<file path="config.mk">
export PLATFORM = sky130hd
export DESIGN_NAME = fsm_status_tx_flat
export DESIGN_NICKNAME = d
export VERILOG_FILES = /design/src/rtl/fsm_status_tx_pkg.sv /design/src/rtl/fsm_status_tx_if.sv /design/src/rtl/fsm_status_tx_bin2bcd_seq.sv /design/src/rtl/fsm_status_tx.sv /design/src/flat_wrapper.sv
export SDC_FILE = /design/constraint.sdc
export NUM_CORES = 1
export LEC_CHECK = 0
export ABC_AREA = 1
export BUFFER_PORTS_ARGS = -buffer_cell sky130_fd_sc_hd__buf_2
export CAP_MARGIN = 30
export CORE_AREA = 2 2 110 112
export DETAILED_ROUTE_END_ITERATION = 8
export DIE_AREA = 0 0 112 114
export PLACE_DENSITY = 0.5
export REMOVE_ABC_BUFFERS = 1
export SLEW_MARGIN = 5
export SYNTH_ARGS = -nofsm -noshare
export SYNTH_HDL_FRONTEND = slang
export SYNTH_SLANG_ARGS = --single-unit
</file>
<file path="constraint.sdc">
create_clock -name clk -period 1.8 [get_ports clk]
set_clock_uncertainty 0.2 [all_clocks]
set_input_delay 0.18 -clock clk [delete_from_list [all_inputs] [get_ports clk]]
set_output_delay 0.18 -clock clk [all_outputs]
set_load 0.03 [all_outputs]
</file>
<file path="src/rtl/fsm_status_tx_pkg.sv">
// Shared constants and types for the UART status reporter: ASCII codes,
// stopwatch mode encodings (same as the command FSM), FSM states and
// small helpers for mode decode and message lettering.
package fsm_status_tx_pkg;

    localparam logic [7:0] ASCII_R  = 8'h52;
    localparam logic [7:0] ASCII_U  = 8'h55;
    localparam logic [7:0] ASCII_N  = 8'h4E;
    localparam logic [7:0] ASCII_S  = 8'h53;
    localparam logic [7:0] ASCII_T  = 8'h54;
    localparam logic [7:0] ASCII_P  = 8'h50;
    localparam logic [7:0] ASCII_C  = 8'h43;
    localparam logic [7:0] ASCII_L  = 8'h4C;
    localparam logic [7:0] ASCII_0  = 8'h30;
    localparam logic [7:0] ASCII_CR = 8'h0D;
    localparam logic [7:0] ASCII_LF = 8'h0A;

    // Largest value that fits in four decimal digits.
    localparam int MAX_COUNT = 9999;

    typedef enum logic [1:0] {
        MODE_STOP = 2'b00,
        MODE_RUN  = 2'b01,
        MODE_CLR  = 2'b10
    } mode_e;

    typedef enum logic [2:0] {
        ST_IDLE      = 3'd0,
        ST_CAPTURE   = 3'd1,
        ST_CONV      = 3'd2,
        ST_SEND      = 3'd3,
        ST_WAIT_ACK  = 3'd4,
        ST_WAIT_DONE = 3'd5
    } state_e;

    // Clear wins over run; neither flag means the stopwatch is stopped.
    function automatic mode_e decode_mode(input logic run_on, input logic clr_on);
        if (clr_on)      return MODE_CLR;
        else if (run_on) return MODE_RUN;
        else             return MODE_STOP;
    endfunction

    // Three-letter mode name: "RUN", "STP" or "CLR", selected by letter position.
    function automatic logic [7:0] mode_letter(input mode_e m, input logic [1:0] pos);
        logic [7:0] ch;
        ch = ASCII_S;
        case (m)
            MODE_RUN: begin
                case (pos)
                    2'd0:    ch = ASCII_R;
                    2'd1:    ch = ASCII_U;
                    default: ch = ASCII_N;
                endcase
            end
            MODE_CLR: begin
                case (pos)
                    2'd0:    ch = ASCII_C;
                    2'd1:    ch = ASCII_L;
                    default: ch = ASCII_R;
                endcase
            end
            default: begin
                case (pos)
                    2'd0:    ch = ASCII_S;
                    2'd1:    ch = ASCII_T;
                    default: ch = ASCII_P;
                endcase
            end
        endcase
        return ch;
    endfunction

endpackage

</file>
<file path="src/rtl/fsm_status_tx_if.sv">
// Byte-wide start/busy handshake between the status reporter (master)
// and the UART transmitter (slave).
interface fsm_status_tx_if;
    logic [7:0] o_tx_data;
    logic       o_tx_start;
    logic       i_tx_busy;

    modport master (
        output o_tx_data,
        output o_tx_start,
        input  i_tx_busy
    );

    modport slave (
        input  o_tx_data,
        input  o_tx_start,
        output i_tx_busy
    );
endinterface

</file>
<file path="src/rtl/fsm_status_tx_bin2bcd_seq.sv">
// Sequential shift-add-3 binary to BCD converter. A start pulse loads the
// binary value; COUNT_W cycles later done pulses and o_bcd holds four digits
// (o_bcd[3] is thousands). The result is held until the next start.
module bin2bcd_seq #(
    parameter int COUNT_W = 14
) (
    input  logic                clk,
    input  logic                reset,
    input  logic                i_start,
    input  logic [COUNT_W-1:0]  i_bin,
    output logic                o_done,
    output logic [3:0][3:0]     o_bcd
);

    localparam int CNT_W = $clog2(COUNT_W + 1);

    logic [COUNT_W-1:0] shift_q, shift_d;
    logic [3:0][3:0]    bcd_q, bcd_d;
    logic [CNT_W-1:0]   cnt_q, cnt_d;
    logic               busy_q, busy_d;
    logic               done_q, done_d;
    logic [3:0][3:0]    adj;

    // Converter registers, cleared asynchronously.
    always_ff @(posedge clk or negedge reset) begin
        if (!reset) begin
            shift_q <= '0;
            bcd_q   <= '0;
            cnt_q   <= '0;
            busy_q  <= 1'b0;
            done_q  <= 1'b0;
        end else begin
            shift_q <= shift_d;
            bcd_q   <= bcd_d;
            cnt_q   <= cnt_d;
            busy_q  <= busy_d;
            done_q  <= done_d;
        end
    end

    // One double-dabble step per cycle: add 3 to digits >= 5, then shift in the next bit.
    always_comb begin
        shift_d = shift_q;
        bcd_d   = bcd_q;
        cnt_d   = cnt_q;
        busy_d  = busy_q;
        done_d  = 1'b0;
        adj     = bcd_q;
        if (i_start) begin
            shift_d = i_bin;
            bcd_d   = '0;
            cnt_d   = CNT_W'(COUNT_W);
            busy_d  = 1'b1;
        end else if (busy_q) begin
            for (int k = 0; k < 4; k++) begin
                adj[k] = (bcd_q[k] >= 4'd5) ? (bcd_q[k] + 4'd3) : bcd_q[k];
            end
            {bcd_d, shift_d} = {adj, shift_q} << 1;
            cnt_d = cnt_q - 1'b1;
            if (cnt_q == CNT_W'(1)) begin
                busy_d = 1'b0;
                done_d = 1'b1;
            end
        end
    end

    assign o_done = done_q;
    assign o_bcd  = bcd_q;

endmodule

</file>
<file path="src/rtl/fsm_status_tx.sv">
// UART status reporter. Reports stopwatch mode changes automatically and
// the counter value on request, one ASCII byte at a time over a start/busy
// handshake. Events are remembered in one-deep pending flags, so anything
// arriving while a message is in flight is queued, never mixed in.
module fsm_status_tx #(
    parameter int COUNT_W  = 14,
    parameter bit EOL_CRLF = 1'b1
) (
    input  logic                clk,
    input  logic                reset,
    input  logic                i_run_on,
    input  logic                i_clr_on,
    input  logic [COUNT_W-1:0]  i_count,
    input  logic                i_report_req,
    fsm_status_tx_if.master     tx,
    output logic                o_busy
);

    import fsm_status_tx_pkg::*;

    // Index of the final EOL byte for each message kind.
    localparam logic [2:0] MODE_LAST = EOL_CRLF ? 3'd4 : 3'd3;
    localparam logic [2:0] RPT_LAST  = EOL_CRLF ? 3'd6 : 3'd5;

    state_e     state_q, state_d;
    mode_e      prev_mode_q, prev_mode_d;
    mode_e      msg_mode_q, msg_mode_d;
    logic       mode_pend_q, mode_pend_d;
    logic       rpt_pend_q, rpt_pend_d;
    logic       msg_is_rpt_q, msg_is_rpt_d;
    logic [2:0] idx_q, idx_d;
    logic [7:0] tx_data_q, tx_data_d;
    logic       tx_start_q, tx_start_d;

    mode_e              cur_mode;
    logic               mode_evt;
    logic               conv_start;
    logic               conv_done;
    logic [3:0][3:0]    bcd;
    logic [COUNT_W-1:0] count_sat;
    logic [7:0]         cur_char;
    logic [2:0]         last_idx;

    // Counts beyond four digits are shown as 9999.
    assign count_sat = (32'(i_count) > 32'(MAX_COUNT)) ? COUNT_W'(MAX_COUNT) : i_count;

    bin2bcd_seq #(
        .COUNT_W (COUNT_W)
    ) u_bcd (
        .clk     (clk),
        .reset   (reset),
        .i_start (conv_start),
        .i_bin   (count_sat),
        .o_done  (conv_done),
        .o_bcd   (bcd)
    );

    // State, pending flags, mode history and transmitter outputs.
    always_ff @(posedge clk or negedge reset) begin
        if (!reset) begin
            state_q      <= ST_IDLE;
            prev_mode_q  <= MODE_STOP;
            msg_mode_q   <= MODE_STOP;
            mode_pend_q  <= 1'b0;
            rpt_pend_q   <= 1'b0;
            msg_is_rpt_q <= 1'b0;
            idx_q        <= '0;
            tx_data_q    <= '0;
            tx_start_q   <= 1'b0;
        end else begin
            state_q      <= state_d;
            prev_mode_q  <= prev_mode_d;
            msg_mode_q   <= msg_mode_d;
            mode_pend_q  <= mode_pend_d;
            rpt_pend_q   <= rpt_pend_d;
            msg_is_rpt_q <= msg_is_rpt_d;
            idx_q        <= idx_d;
            tx_data_q    <= tx_data_d;
            tx_start_q   <= tx_start_d;
        end
    end

    // Character at the current index of the latched message.
    always_comb begin
        cur_char = ASCII_LF;
        last_idx = msg_is_rpt_q ? RPT_LAST : MODE_LAST;
        if (msg_is_rpt_q) begin
            case (idx_q)
                3'd0:    cur_char = ASCII_C;
                3'd1:    cur_char = ASCII_0 + {4'b0000, bcd[3]};
                3'd2:    cur_char = ASCII_0 + {4'b0000, bcd[2]};
                3'd3:    cur_char = ASCII_0 + {4'b0000, bcd[1]};
                3'd4:    cur_char = ASCII_0 + {4'b0000, bcd[0]};
                3'd5:    cur_char = EOL_CRLF ? ASCII_CR : ASCII_LF;
                default: cur_char = ASCII_LF;
            endcase
        end else begin
            if (idx_q < 3'd3)       cur_char = mode_letter(msg_mode_q, idx_q[1:0]);
            else if (idx_q == 3'd3) cur_char = EOL_CRLF ? ASCII_CR : ASCII_LF;
            else                    cur_char = ASCII_LF;
        end
    end

    // Next-state logic: event capture, message selection and the byte handshake.
    always_comb begin
        state_d      = state_q;
        msg_mode_d   = msg_mode_q;
        mode_pend_d  = mode_pend_q;
        rpt_pend_d   = rpt_pend_q;
        msg_is_rpt_d = msg_is_rpt_q;
        idx_d        = idx_q;
        tx_data_d    = tx_data_q;
        tx_start_d   = 1'b0;
        conv_start   = 1'b0;

        cur_mode    = decode_mode(i_run_on, i_clr_on);
        mode_evt    = (cur_mode != prev_mode_q);
        prev_mode_d = cur_mode;

        case (state_q)
            ST_IDLE: begin
                if (mode_pend_q || rpt_pend_q) state_d = ST_CAPTURE;
            end
            ST_CAPTURE: begin
                idx_d = '0;
                if (mode_pend_q) begin
                    mode_pend_d  = 1'b0;
                    msg_is_rpt_d = 1'b0;
                    msg_mode_d   = prev_mode_q;
                    state_d      = ST_SEND;
                end else begin
                    rpt_pend_d   = 1'b0;
                    msg_is_rpt_d = 1'b1;
                    conv_start   = 1'b1;
                    state_d      = ST_CONV;
                end
            end
            ST_CONV: begin
                if (conv_done) state_d = ST_SEND;
            end
            ST_SEND: begin
                if (!tx.i_tx_busy) begin
                    tx_data_d  = cur_char;
                    tx_start_d = 1'b1;
                    state_d    = ST_WAIT_ACK;
                end
            end
            ST_WAIT_ACK: begin
                if (tx.i_tx_busy) state_d = ST_WAIT_DONE;
            end
            ST_WAIT_DONE: begin
                if (!tx.i_tx_busy) begin
                    if (idx_q == last_idx) begin
                        idx_d   = '0;
                        state_d = (mode_pend_q || rpt_pend_q) ? ST_CAPTURE : ST_IDLE;
                    end else begin
                        idx_d   = idx_q + 3'd1;
                        state_d = ST_SEND;
                    end
                end
            end
            default: state_d = ST_IDLE;
        endcase

        if (mode_evt)     mode_pend_d = 1'b1;
        if (i_report_req) rpt_pend_d  = 1'b1;
    end

    assign tx.o_tx_data  = tx_data_q;
    assign tx.o_tx_start = tx_start_q;
    assign o_busy        = (state_q != ST_IDLE);

endmodule

</file>
<file path="src/flat_wrapper.sv">
// flat-port wrapper written by rule: the top's interface ports become plain ports
module fsm_status_tx_flat import fsm_status_tx_pkg::*;
#(
    parameter int COUNT_W  = 14,
    parameter bit EOL_CRLF = 1'b1
)
  (clk, reset, i_run_on, i_clr_on, i_count, i_report_req, o_busy, tx_o_tx_data, tx_o_tx_start, tx_i_tx_busy);
  fsm_status_tx_if tx_i ();
  input  logic clk;
  input  logic reset;
  input  logic i_run_on;
  input  logic i_clr_on;
  input  logic [COUNT_W-1:0] i_count;
  input  logic i_report_req;
  output logic o_busy;
  output wire logic [$bits(tx_i.o_tx_data)-1:0] tx_o_tx_data;
  output wire logic [$bits(tx_i.o_tx_start)-1:0] tx_o_tx_start;
  input wire logic [$bits(tx_i.i_tx_busy)-1:0] tx_i_tx_busy;
  assign tx_o_tx_data = tx_i.o_tx_data;
  assign tx_o_tx_start = tx_i.o_tx_start;
  assign tx_i.i_tx_busy = tx_i_tx_busy;
  fsm_status_tx #(.COUNT_W(COUNT_W), .EOL_CRLF(EOL_CRLF)) u_core (.clk(clk), .reset(reset), .i_run_on(i_run_on), .i_clr_on(i_clr_on), .i_count(i_count), .i_report_req(i_report_req), .tx(tx_i), .o_busy(o_busy));
endmodule
</file>
## Yosys cells after proc, flatten, opt, wreduce, memory -nomap -nowiden

Cells that the tools add are included.

- Logic and storage cells: 119
- Output and inout port bits: 10
- Flip-flop bits (word level): 58

- $add $sub $neg: 10
- $lt $le $gt $ge: 6
- Reductions and logical operators: 14
- Mux-type cells: 49
- Eq/ne operators: 22
- Bitwise logic cells: 1

Operators with widths:

| operator | number |
|---|---|
| $pmux 8 s6 | 1 |
| $mux 14 | 3 |
| $mux 16 | 2 |
| $mux 3 | 10 |
| $add 6x4->7 const A | 4 |
| $mux 4 | 5 |
| $pmux 5 s2 | 2 |
| $mux 1 | 18 |
| $pmux 3 s6 | 1 |
| $ge 4x3->1 const B | 4 |
| $mux 8 | 2 |
| $pmux 8 s2 | 1 |
| $gt 14x14->1 const B | 1 |
| $add 4x2->4 const B | 3 |
| $eq 3x2->1 const B | 4 |
| $eq 3x3->1 const B | 4 |
| $pmux 3 s2 | 2 |
| $ne 2x2->1 const B | 5 |
| $reduce_and 2->1 | 4 |
| $reduce_bool 2->1 | 4 |
| $eq 3x1->1 const B | 2 |
| $logic_not 3->1 | 2 |
| $reduce_and 5->1 | 1 |
| $eq 2x1->1 const B | 2 |
| 14 further kinds | 15 |

## Depth between registers and ports, before layout

Gate-level depths: netlist of the first run.

- Depth after elaboration: 5
- Depth in mapped cells: 13
- Depth with buffers taken out: 12

## Modules after synthesis

From an unflattened synthesis of the first run, not the netlist that was laid out.

- Cell total of the unflattened synthesis: 484
- Area total of the unflattened synthesis: 3538.4 sq um

Modules (own cells, without submodules):

| module | cells each | times used | area an instance (sq um) | sequential area each (sq um) |
|---|---|---|---|---|
| bin2bcd_seq | 242 | 1 | 1975.6 | 900.9 |
| fsm_status_tx | 242 | 1 | 1562.7 | 525.5 |

## Worst setup path before layout of the first run

OpenSTA, ideal clock, no wires.

- Kind: register -> register
- Start point: register u_core.idx_q[0]
- End point: register u_core.tx_data_q[2], in the netlist u_core.tx.o_tx_data[2]
- Cell stages (with the launch flop): 14
- Buffers on the path: 1
- Clock period less this slack: 1.694 ns
- Path slack: 0.106 ns
- Arrival time: 1.429 ns
- Library setup time: 0.065 ns
- Path through: dfrtp_1 -> inv_1 -> ha_1 -> clkbuf_1 -> nand2_1 -> inv_1 -> nand2_1 -> nand2_1 -> inv_1 -> nand2_1 -> nand2_1 -> nand2_1 -> nand2_1 -> nand2_1

- Longest elaborated chain between the ends: 5
- Elaborated cells on any way between the ends: 17
- Classes of those cells: order compare: 1; eq/ne: 6; mux: 8; reduce/logical: 2

RTL lines:

| item | RTL line | RTL |
|---|---|---|
| start: declaration | fsm_status_tx.sv:31 | `logic [2:0] idx_q, idx_d;` |
| start signal: assignment | fsm_status_tx.sv:77 | `idx_q <= idx_d;` |
| $eq 2x1->1 or $logic_not 2->1 (tied branches) | fsm_status_tx_pkg.sv:49, fsm_status_tx_pkg.sv:56, fsm_status_tx_pkg.sv:63 |  |
| $pmux 3 s2 (tied with other cells) | fsm_status_tx_pkg.sv:63 | `case (pos)` |
| $pmux 8 s2 | fsm_status_tx_pkg.sv:47 | `case (m)` |
| $mux 8 | fsm_status_tx.sv:98 | `if (idx_q < 3'd3) cur_char = mode_letter(msg_mode_q, idx_q[1:0]);` |
| $mux 8 * | fsm_status_tx.sv:87 | `if (msg_is_rpt_q) begin` |
| end signal: assignment | fsm_status_tx.sv:78 | `tx_data_q <= tx_data_d;` |
| end: declaration | fsm_status_tx.sv:32 | `logic [7:0] tx_data_q, tx_data_d;` |

Every way passes the cells marked *; elsewhere a longest branch is shown, timed or not.
A chain may end at the register's enable or synchronous reset.

## Worst setup path after layout of the first run

- Start point: register u_core.state_q[1]
- End point: output port o_busy

- Longest elaborated chain between the ends: 1

RTL lines:

| item | RTL line | RTL |
|---|---|---|
| start: declaration | fsm_status_tx.sv:25 | `state_e state_q, state_d;` |
| start signal: assignment | fsm_status_tx.sv:71 | `state_q <= state_d;` |
| $reduce_bool 3->1 | fsm_status_tx.sv:171 | `assign o_busy = (state_q != ST_IDLE);` |
| end: declaration | flat_wrapper.sv:15 | `output logic o_busy;` |

Every way passes these cells.

==> results.ini, run 1 <==
[cts]
htreeDepth = 3
clockRootBuffer = clkbuf_16
cts_made_buffers = 9
clock-sinks = 57
cts_tree = built
clock_latency_ns = 0.32
clock_path_buffers = 2
path_clk_slew_ns = 0.05

[detailed_routing]
dr_wl_met3_um = 241
first_pass_iters = 4
postRouteAntennaNets = 0
drt-wirelength-per-cell_um = 11.9
via_count = 3046
highest_layer = met4
vias_per_cell = 4.59
drc = 0
drt-met1-wl_um = 3770
wl_um = 7890
dr_wl_met2_um = 3710
drtIter0Drc = 112

[yosys]
ys.flop_type = dfrtp_1
synthArstFlopShare_pct = 100
synth_area_leaders = dfrtp_1, nand2_1, ha_1, inv_1, nand3_1
synth_common_cells = nand2_1, dfrtp_1, inv_1, nand3_1, o21ai_0
yosys.cell_types.count = 31
avgSynthCellArea_um2 = 7.60
netlist_area_um2 = 3410
synth_edf_count = 0
synth_largest_area_cell = dfrtp_1
yosysTopAreaCellShare_pct = 41.8
synth-seq-area-share_pct = 41.8
synth.most_common_cell = nand2_1
yosysWarnings = 0
ys_ff_latch = 57
synthCells = 449

[floorplanning]
die_area_um2 = 12800
num_rows = 40
core_um2 = 11700
die_w_um = 112
initial_core_util_pct = 29.1
die_h_um = 114
io_pins = 30

[sta]
finalCritPeriodShare_pct = 93.3
maxSlewViolCount = 0
period_needed_ns = 1.68
fmax_mhz = 595
setup_viol_count_final = 0
setup_ws_ns = 0.121
hold_viol = 0
rsz0062_at_grt = false

[global_route]
grt_max_degree = 58
grt_pass1_wl_um = 14100
grt_pass1_vias = 3085
antenna_found_initial = 0
globalRouteTotalUtil_pct = 13.5
overflow = 0

[final_layout]
syn2layout_area_growth_pct = 28.9
drive_gt1_share_pct = 18.0
ff_latch_area_um2 = 1430
design_area_um2 = 4400
multiInputGateArea_um2 = 1730
antenna_cells = 0
nFillCells = 1261
nets = 551

[worst_setup_path]
critical_path.endpoint = o_busy
reg2reg_depth = 5
start_kind = flop
critPathArrivalTime_ns = 1.30
crit_start = u_core.state_q[1]
path_delay_family = flip-flops
cp-end-kind = output port
critPathSlowestCell = dfrtp_1
required_ns = 1.42
slowest_delay_ns = 0.40
cp_num_cells = 4
r2r_slack_ns = 0.12
path_cells = buf_4, nor2_1, nand2_1, buf_2
path_class = flop to output port
critPathBufInv = 2
rr_endpoint = u_core.tx.o_tx_data[6]
path_max_fanout = 5
r2r-start = u_core.state_q[2]

[place]
dpl.hpwl_um = 5540
place_ws_ns = -0.00107
gp_congestion = 0.799
numPortBuffers = 28
placed_cell_area_um2 = 3790

[pwr]
p_leak_nw = 2.22
powerDensity_nw_per_um2 = 1800
power_mw = 7.94
peakVddDrop_v = 0.000520

[job]
cap_viol_max_count = 0

[min_path]
min_path_type = input pin to asynchronous set/reset pin

[status]
status = finished, final reports clean

worst register-to-register path, stage by stage (launching register included):
cell     delay [ns]
dfrtp_1        0.44
inv_2          0.14
nand3_1        0.17
nor2_4         0.26
o21ai_0        0.16
o22a_2         0.20
logic make-up after synthesis:
logic type,Yosys count,synth area share (%)
adder cells (fa/ha/maj),19,6.97
XOR/XNOR,7,1.80
other,1,0.110
buffers and inverters,71,9.20
flip-flops,57,41.8
AND/OR/NAND/NOR,224,28.5
AO/OA/AOI/OAI,70,11.6
registers in the layout, indices dropped and copies added, names as in the netlist:
| signal | cells |
|---|---|
| u_core.u_bcd.o_done | 1 |
| u_core.prev_mode_q | 2 |
| u_core.u_bcd.cnt_q | 4 |
| u_core.rpt_pend_q | 1 |
| u_core.mode_pend_q | 1 |
| u_core.u_bcd.o_bcd | 16 |
| u_core.msg_is_rpt_q | 1 |
| u_core.u_bcd.busy_q | 1 |
| u_core.state_q | 3 |
| u_core.idx_q | 3 |
| u_core.tx.o_tx_data | 7 |
| u_core.u_bcd.shift_q | 14 |
| u_core.tx.o_tx_start | 1 |
| u_core.msg_mode_q | 2 |
power breakdown:
group	switching, mW	internal [mW]
clock	0.612	1.35
combinational	2.27	1.47
sequential	0.418	1.82
total	3.30	4.64
repair_timing:
item | 4_1_cts | 5_1_grt
hold endpoints to repair | 76 | 0
pin swaps | 0 | 2
hold buffers | 19 | 0
endpoints found under the setup margin | 1 | 17
gates resized for setup | 1 | 17
buffers inserted | 0 | 2
per-stage QoR:
stage               hold WS, ns  std cells  utilization [%]  TNS [ns]
finish                    0.193        664             37.6         0
detailed placement       0.0120        627             32.4  -0.00107
global placement         0.0156        627             32.4         0
global route              0.219        664             37.6         0
CTS                       0.208        662             37.0         0
floorplan                -0.316        438                -         0
worst min path at each step:
stage / endpoint / depth (start not counted)
after floorplan: u_core.idx_q[0] / 0
after global placement: u_core.u_bcd.o_bcd[11] / 2
after detailed placement: u_core.u_bcd.o_bcd[11] / 2
after CTS: u_core.u_bcd.o_bcd[11] / 3
after global routing: u_core.u_bcd.o_bcd[11] / 3
final: u_core.u_bcd.o_bcd[11] / 3
cell type report:
class	instances	share of cell area [%]
clock buffers	9	5.12
clock inverters	7	2.70
inverters	60	5.18
multi-input cells	321	39.2
flip-flops and latches	57	32.5
well taps	147	4.18
repair buffers	63	11.1
layer usage:
layer  global-route usage (%)  vias to the layer above
li1                         -                     1559
met1                     17.4                     1422
met2                     22.5                       51
met3                     2.92                       14
met4                     4.96                        0
met5                        0                        -
cell usage in the layout, fill, tap and decap left out, drive strengths merged:
| cell | Yosys | layout |
|---|---|---|
| a21o | 1 | 1 |
| a21oi | 14 | 14 |
| a22oi | 1 | 1 |
| a31oi | 3 | 3 |
| buf | 10 | 44 |
| bufinv | 0 | 3 |
| clkbuf | 1 | 9 |
| clkinv | 0 | 2 |
| clkinvlp | 0 | 2 |
| conb | 1 | 1 |
| dfrtp | 57 | 57 |
| dlygate4sd3 | 0 | 19 |
| ha | 19 | 19 |
| inv | 60 | 60 |
| nand2 | 142 | 142 |
| nand3 | 38 | 38 |
| nand3b | 3 | 3 |
| nand4 | 1 | 1 |
| nor2 | 37 | 37 |
| o211ai | 4 | 4 |
| o21ai | 41 | 41 |
| o22a | 1 | 1 |
| o22ai | 5 | 5 |
| or2 | 3 | 3 |
| xnor2 | 1 | 1 |
| xor2 | 6 | 6 |
Power figures use the tool's default switching activity.
==> run 2: changes to the inputs <==
--- a/config.mk
+++ b/config.mk
@@ -6,12 +6,13 @@
 export NUM_CORES = 1
 export LEC_CHECK = 0
 export ABC_AREA = 1
+export ABC_CLOCK_PERIOD_IN_PS = 1800
 export BUFFER_PORTS_ARGS = -buffer_cell sky130_fd_sc_hd__buf_2
 export CAP_MARGIN = 30
-export CORE_AREA = 2 2 110 112
+export CORE_AREA = 2 2 86 88
 export DETAILED_ROUTE_END_ITERATION = 8
-export DIE_AREA = 0 0 112 114
-export PLACE_DENSITY = 0.5
+export DIE_AREA = 0 0 88 90
+export PLACE_DENSITY = 0.73
 export REMOVE_ABC_BUFFERS = 1
 export SLEW_MARGIN = 5
 export SYNTH_ARGS = -nofsm -noshare
==> run 2 against run 1 <==
Effect of this change:
- non-clock buffer count unchanged
- cell count down 7.2%
- combinational power down 2%
- critical path type unchanged
- routed wire length is 5.4% lower
- global-route usage grew 7.5 points
- worst setup slack worse by 0.019 ns
==> results.ini, run 2 (synthesis results as in run 1) <==
[cts]
cts_tree = built
cts_made_buffers = 9
clock_path_buffers = 2
path_clk_slew_ns = 0.07
clock-sinks = 57
htreeDepth = 3
clockRootBuffer = clkbuf_8
clock_latency_ns = 0.34

[detailed_routing]
drt-wirelength-per-cell_um = 12.1
first_pass_iters = 4
wl_um = 7460
postRouteAntennaNets = 0
vias_per_cell = 4.94
drc = 0
drtIter0Drc = 152
via_count = 3046

[pwr]
powerDensity_nw_per_um2 = 1730
p_leak_nw = 2.17
peakVddDrop_v = 0.000930
power_mw = 7.26

[final_layout]
layout_common_cells = nand2_1, dfrtp_1, inv_1
antenna_cells = 0
design_area_um2 = 4200
nFillCells = 630
fin_util_pct = 59.8
syn2layout_area_growth_pct = 23.1
layout_commonest_cell = nand2_1
largest_reg_flops = 16
nets = 551
drive_gt1_share_pct = 17.2

[global_route]
antenna_found_initial = 0
grt_max_degree = 58
grt_pass1_vias = 3094
globalRouteTotalUtil_pct = 21.0
overflow = 0
grt_pass1_wl_um = 13100

[place]
numPortBuffers = 28
dpl.hpwl_um = 5140
gp_congestion = 0.902
placed_cell_area_um2 = 3730
place_ws_ns = -0.0262

[sta]
fmax_mhz = 589
period_needed_ns = 1.70
maxSlewViolCount = 0
finalCritPeriodShare_pct = 94.4
hold_viol = 0
setup_viol_count_final = 0
hold-worst-slack_ns = 0.164
setup_ws_ns = 0.102

[worst_setup_path]
cp_num_cells = 4
start_kind = flop
critPathArrivalTime_ns = 1.32
critPathBufInv = 2
reg2reg_depth = 12
cp-end-kind = output port
path_class = flop to output port
critPathSlowestCell = dfrtp_1
path_delay_family = flip-flops
path_cells = buf_4, nor2_1, nand2_1, buf_2
required_ns = 1.42
path_max_fanout = 5
slowest_delay_ns = 0.40

[floorplanning]
num_rows = 31
io_pins = 30
die_area_um2 = 7920
die_w_um = 88
die_h_um = 90
initial_core_util_pct = 48.6
core_um2 = 7020

[status]
status = finished, final reports clean

[min_path]
min_path_type = input pin to asynchronous set/reset pin

[job]
cap_viol_max_count = 0

## run 2: cell count changes in the layout (fill, tap and decap cells not counted), moves of 2 or more
cell,change
clkbuf_8,+11
clkbuf_16,-9
nor2_1,+2
nor2_2,-2
## run 2: power by group
group	total [mW]	internal, mW	switching [mW]
Sequential	2.21	1.81	0.392
Combinational	3.67	1.41	2.26
Clock	1.38	0.849	0.533
Total	7.26	4.07	3.19
## run 2: path summary, 6_finish.rpt
path | slack (ns) | to | startpoint
max | 0.10 | o_busy | u_core.state_q[1]
min | 0.16 | u_core.tx.o_tx_data[2] | reset
max reg2reg | 0.14 | u_core.tx.o_tx_data[2] | u_core.idx_q[1]
min reg2reg | 0.28 | u_core.tx.o_tx_data[1] | u_core.tx.o_tx_data[1]
max in group asynchronous | 0.98 | u_core.idx_q[1] | reset
min in group clk | 0.28 | u_core.tx.o_tx_data[1] | u_core.tx.o_tx_data[1]
## run 2: cell type report
cell class	count	area [µm²]	area share, %
Clock buffer	11	151	3.61
Clock inverter	5	77.6	1.85
Inverter	60	228	5.42
Multi-Input combinational cell	321	1710	40.8
Sequential cell	57	1430	34.0
Tap cell	99	124	2.95
Timing Repair Buffer	63	475	11.3
## run 2: what timing repair did
action	4_1_cts	5_1_grt
hold buffers	19	0
setup buffers	0	1
pin swaps	0	1
endpoints found under the hold margin	77	0
gates resized for setup	3	11
endpoints found under the setup margin	4	7
## run 2: worst register-to-register path, stage by stage (launching register included)
cell and delay, ns:
dfrtp_2 0.45, inv_2 0.14, ha_4 0.20, inv_1 0.05
nor2_1 0.16, nand2_1 0.07, nand2_1 0.06, inv_1 0.04
nand2_1 0.04, nand2_1 0.04, nand2_1 0.07, nand2_1 0.04
nand2_1 0.04
## run 2: layer usage
metal | up-vias | global-route usage [%] | wire [µm]
met5 | - | 0 | 0
met4 | 0 | 8.46 | 133
met3 | 13 | 4.32 | 252
met2 | 69 | 34.4 | 3690
met1 | 1410 | 26.6 | 3390
li1 | 1554 | - | -
## run 2: through the flow
stage	instances	TNS [ns]
floorplan	438	0
global placement	580	0
detailed placement	580	-0.0463
CTS	615	0
global route	616	-0.0106
finish	616	0
==> run 3: changes to the inputs <==
==> constraint.sdc (replaced) <==
create_clock -name clk -period 1.8 [get_ports clk]
set_clock_uncertainty 0.2 [all_clocks]
set_input_delay 0.27 -clock clk [delete_from_list [all_inputs] [get_ports clk]]
set_output_delay 0.27 -clock clk [all_outputs]
set_load 0.03 [all_outputs]
==> run 3 against run 2 <==
Effect of this change:
- worst setup slack lost 0.011 ns
- power shrank 4.1%
- routed wire length shrank 0.72%
- flip-flop and latch count is the same
- global-route usage shrank 0.65 points
- non-clock buffer count shrank 4
- clock-buffer cell count shrank 1
- highest routed layer unchanged
- maximum frequency shrank 0.66%
- critical endpoint unchanged
- cell count shrank 0.65%
==> results.ini, run 3 (synthesis results as in run 1) <==
[worst_setup_path]
critPathSlowestCell = dfrtp_1
cp-end-kind = output port
r2r-start = u_core.idx_q[0]
critPathArrivalTime_ns = 1.24
crit_start = u_core.state_q[1]
required_ns = 1.33
path_max_fanout = 5
path_class = flop to output port
start_kind = flop
path_cells = buf_4, nor2_2, nand2_1, buf_2
slowest_delay_ns = 0.38

[detailed_routing]
drtIter0Drc = 178
vias_per_cell = 4.92
postRouteAntennaNets = 0
via_count = 3014
drt-wirelength-per-cell_um = 12.1
wl_um = 7410
drc = 0
first_pass_iters = 5

[global_route]
grt_pass1_vias = 2873
grt_use_met3_pct = 3.58
use_met2_pct = 33.3
met1_usage_pct = 26.0
busiest_layer = met2
grt_pass1_wl_um = 12700
overflow = 0
antenna_found_initial = 0
grt_max_degree = 46
globalRouteTotalUtil_pct = 20.3

[min_path]
min_path_type = input pin to flop
min_from = i_count[6]

[final_layout]
antenna_cells = 0
nets = 547
stdcell_count = 612
layout_commonest_cell = nand2_1
largest_reg_flops = 16
syn2layout_area_growth_pct = 20.2
layout_common_cells = nand2_1, dfrtp_1, inv_1
drive_gt1_share_pct = 18.3

[pwr]
powerDensity_nw_per_um2 = 1700
power_mw = 6.96
peakVddDrop_v = 0.000952
p_leak_nw = 2.12

[floorplanning]
initial_core_util_pct = 48.6
num_rows = 31
die_area_um2 = 7920
die_h_um = 90
die_w_um = 88
io_pins = 30
core_um2 = 7020

[sta]
hold_viol = 0
period_needed_ns = 1.71
maxSlewViolCount = 0
setup_viol_count_final = 0
rsz0062_at_grt = false
fmax_mhz = 585
finalCritPeriodShare_pct = 95.0
setup_ws_ns = 0.0901

[status]
status = finished, final reports clean

[place]
place_ws_ns = -0.0416
dpl.hpwl_um = 5300
gp_congestion = 0.900
numPortBuffers = 28
place_inst = 580

[cts]
clock_latency_ns = 0.35
clockRootBuffer = clkbuf_8
htreeDepth = 3
cts_made_buffers = 9
path_clk_slew_ns = 0.06
clock-sinks = 57
cts_tree = built
clock_path_buffers = 2

[job]
cap_viol_max_count = 0

-- run 3: cell count changes in the layout (fill, tap and decap cells not counted), sizes merged --
cell	delta
dlygate4sd3	-5
bufinv	-2
clkinv	+2
buf	+1
clkbuf	-1
clkinvlp	+1
-- run 3: worst paths after layout --
check | cells after the start | slack [ns] | end
min in group asynchronous | 2 | 0.16 | u_core.tx.o_tx_data[1]
hold / removal | 3 | 0.02 | u_core.u_bcd.shift_q[6]
setup / recovery | 4 | 0.09 | o_busy
setup reg to reg | 10 | 0.11 | u_core.tx.o_tx_data[0]
max in group asynchronous | 3 | 0.66 | u_core.idx_q[1]
hold reg to reg | 2 | 0.27 | u_core.tx.o_tx_data[0]
-- run 3: power breakdown --
part	switching (mW)	leakage [nW]	internal, mW
registers	0.407	0.707	1.81
logic	2.28	1.33	1.43
clock network	0.538	0.0818	0.488
-- run 3: layer usage --
metal,part of all wire [%],vias up
met2,48,67
met4,1.8,0
met1,46,1395
li1,-,1541
met5,0,-
met3,3.9,11
-- run 3: through the flow --
| step | hold WS [ns] | TNS, ns | utilization [%] | cell area, µm² |
|---|---|---|---|---|
| after global placement | -0.0130 | 0 | 53.1 | 3730 |
| after detailed placement | -0.0105 | -0.0416 | 53.1 | 3730 |
| after floorplan | -0.226 | 0 | - | 3330 |
| after global routing | 0.0418 | 0 | 58.4 | 4100 |
| final | 0.0239 | 0 | 58.4 | 4100 |
| after CTS | 0.00629 | 0 | 57.5 | 4040 |
-- run 3: cell type report --
cell class,instances,area [µm²]
sequential,57,1430
inverter,60,228
timing repair buffer,59,433
fill,642,2920
clock buffer,10,128
multi-input combinational,321,1730
clock inverter,6,35.0
tap,99,124
-- run 3: repair_timing --
action	in CTS	in global routing
setup endpoints to repair	2	9
hold buffers	14	0
hold endpoints to repair	71	0
buffers inserted	0	2
gates resized for setup	3	16
-- run 3: worst max-delay path, delay by kind of cell (launching register included) --
family / cells / cell delay [ns]
flops: 1 / 0.38
simple gates: 2 / 0.19
buf+inv: 2 / 0.33
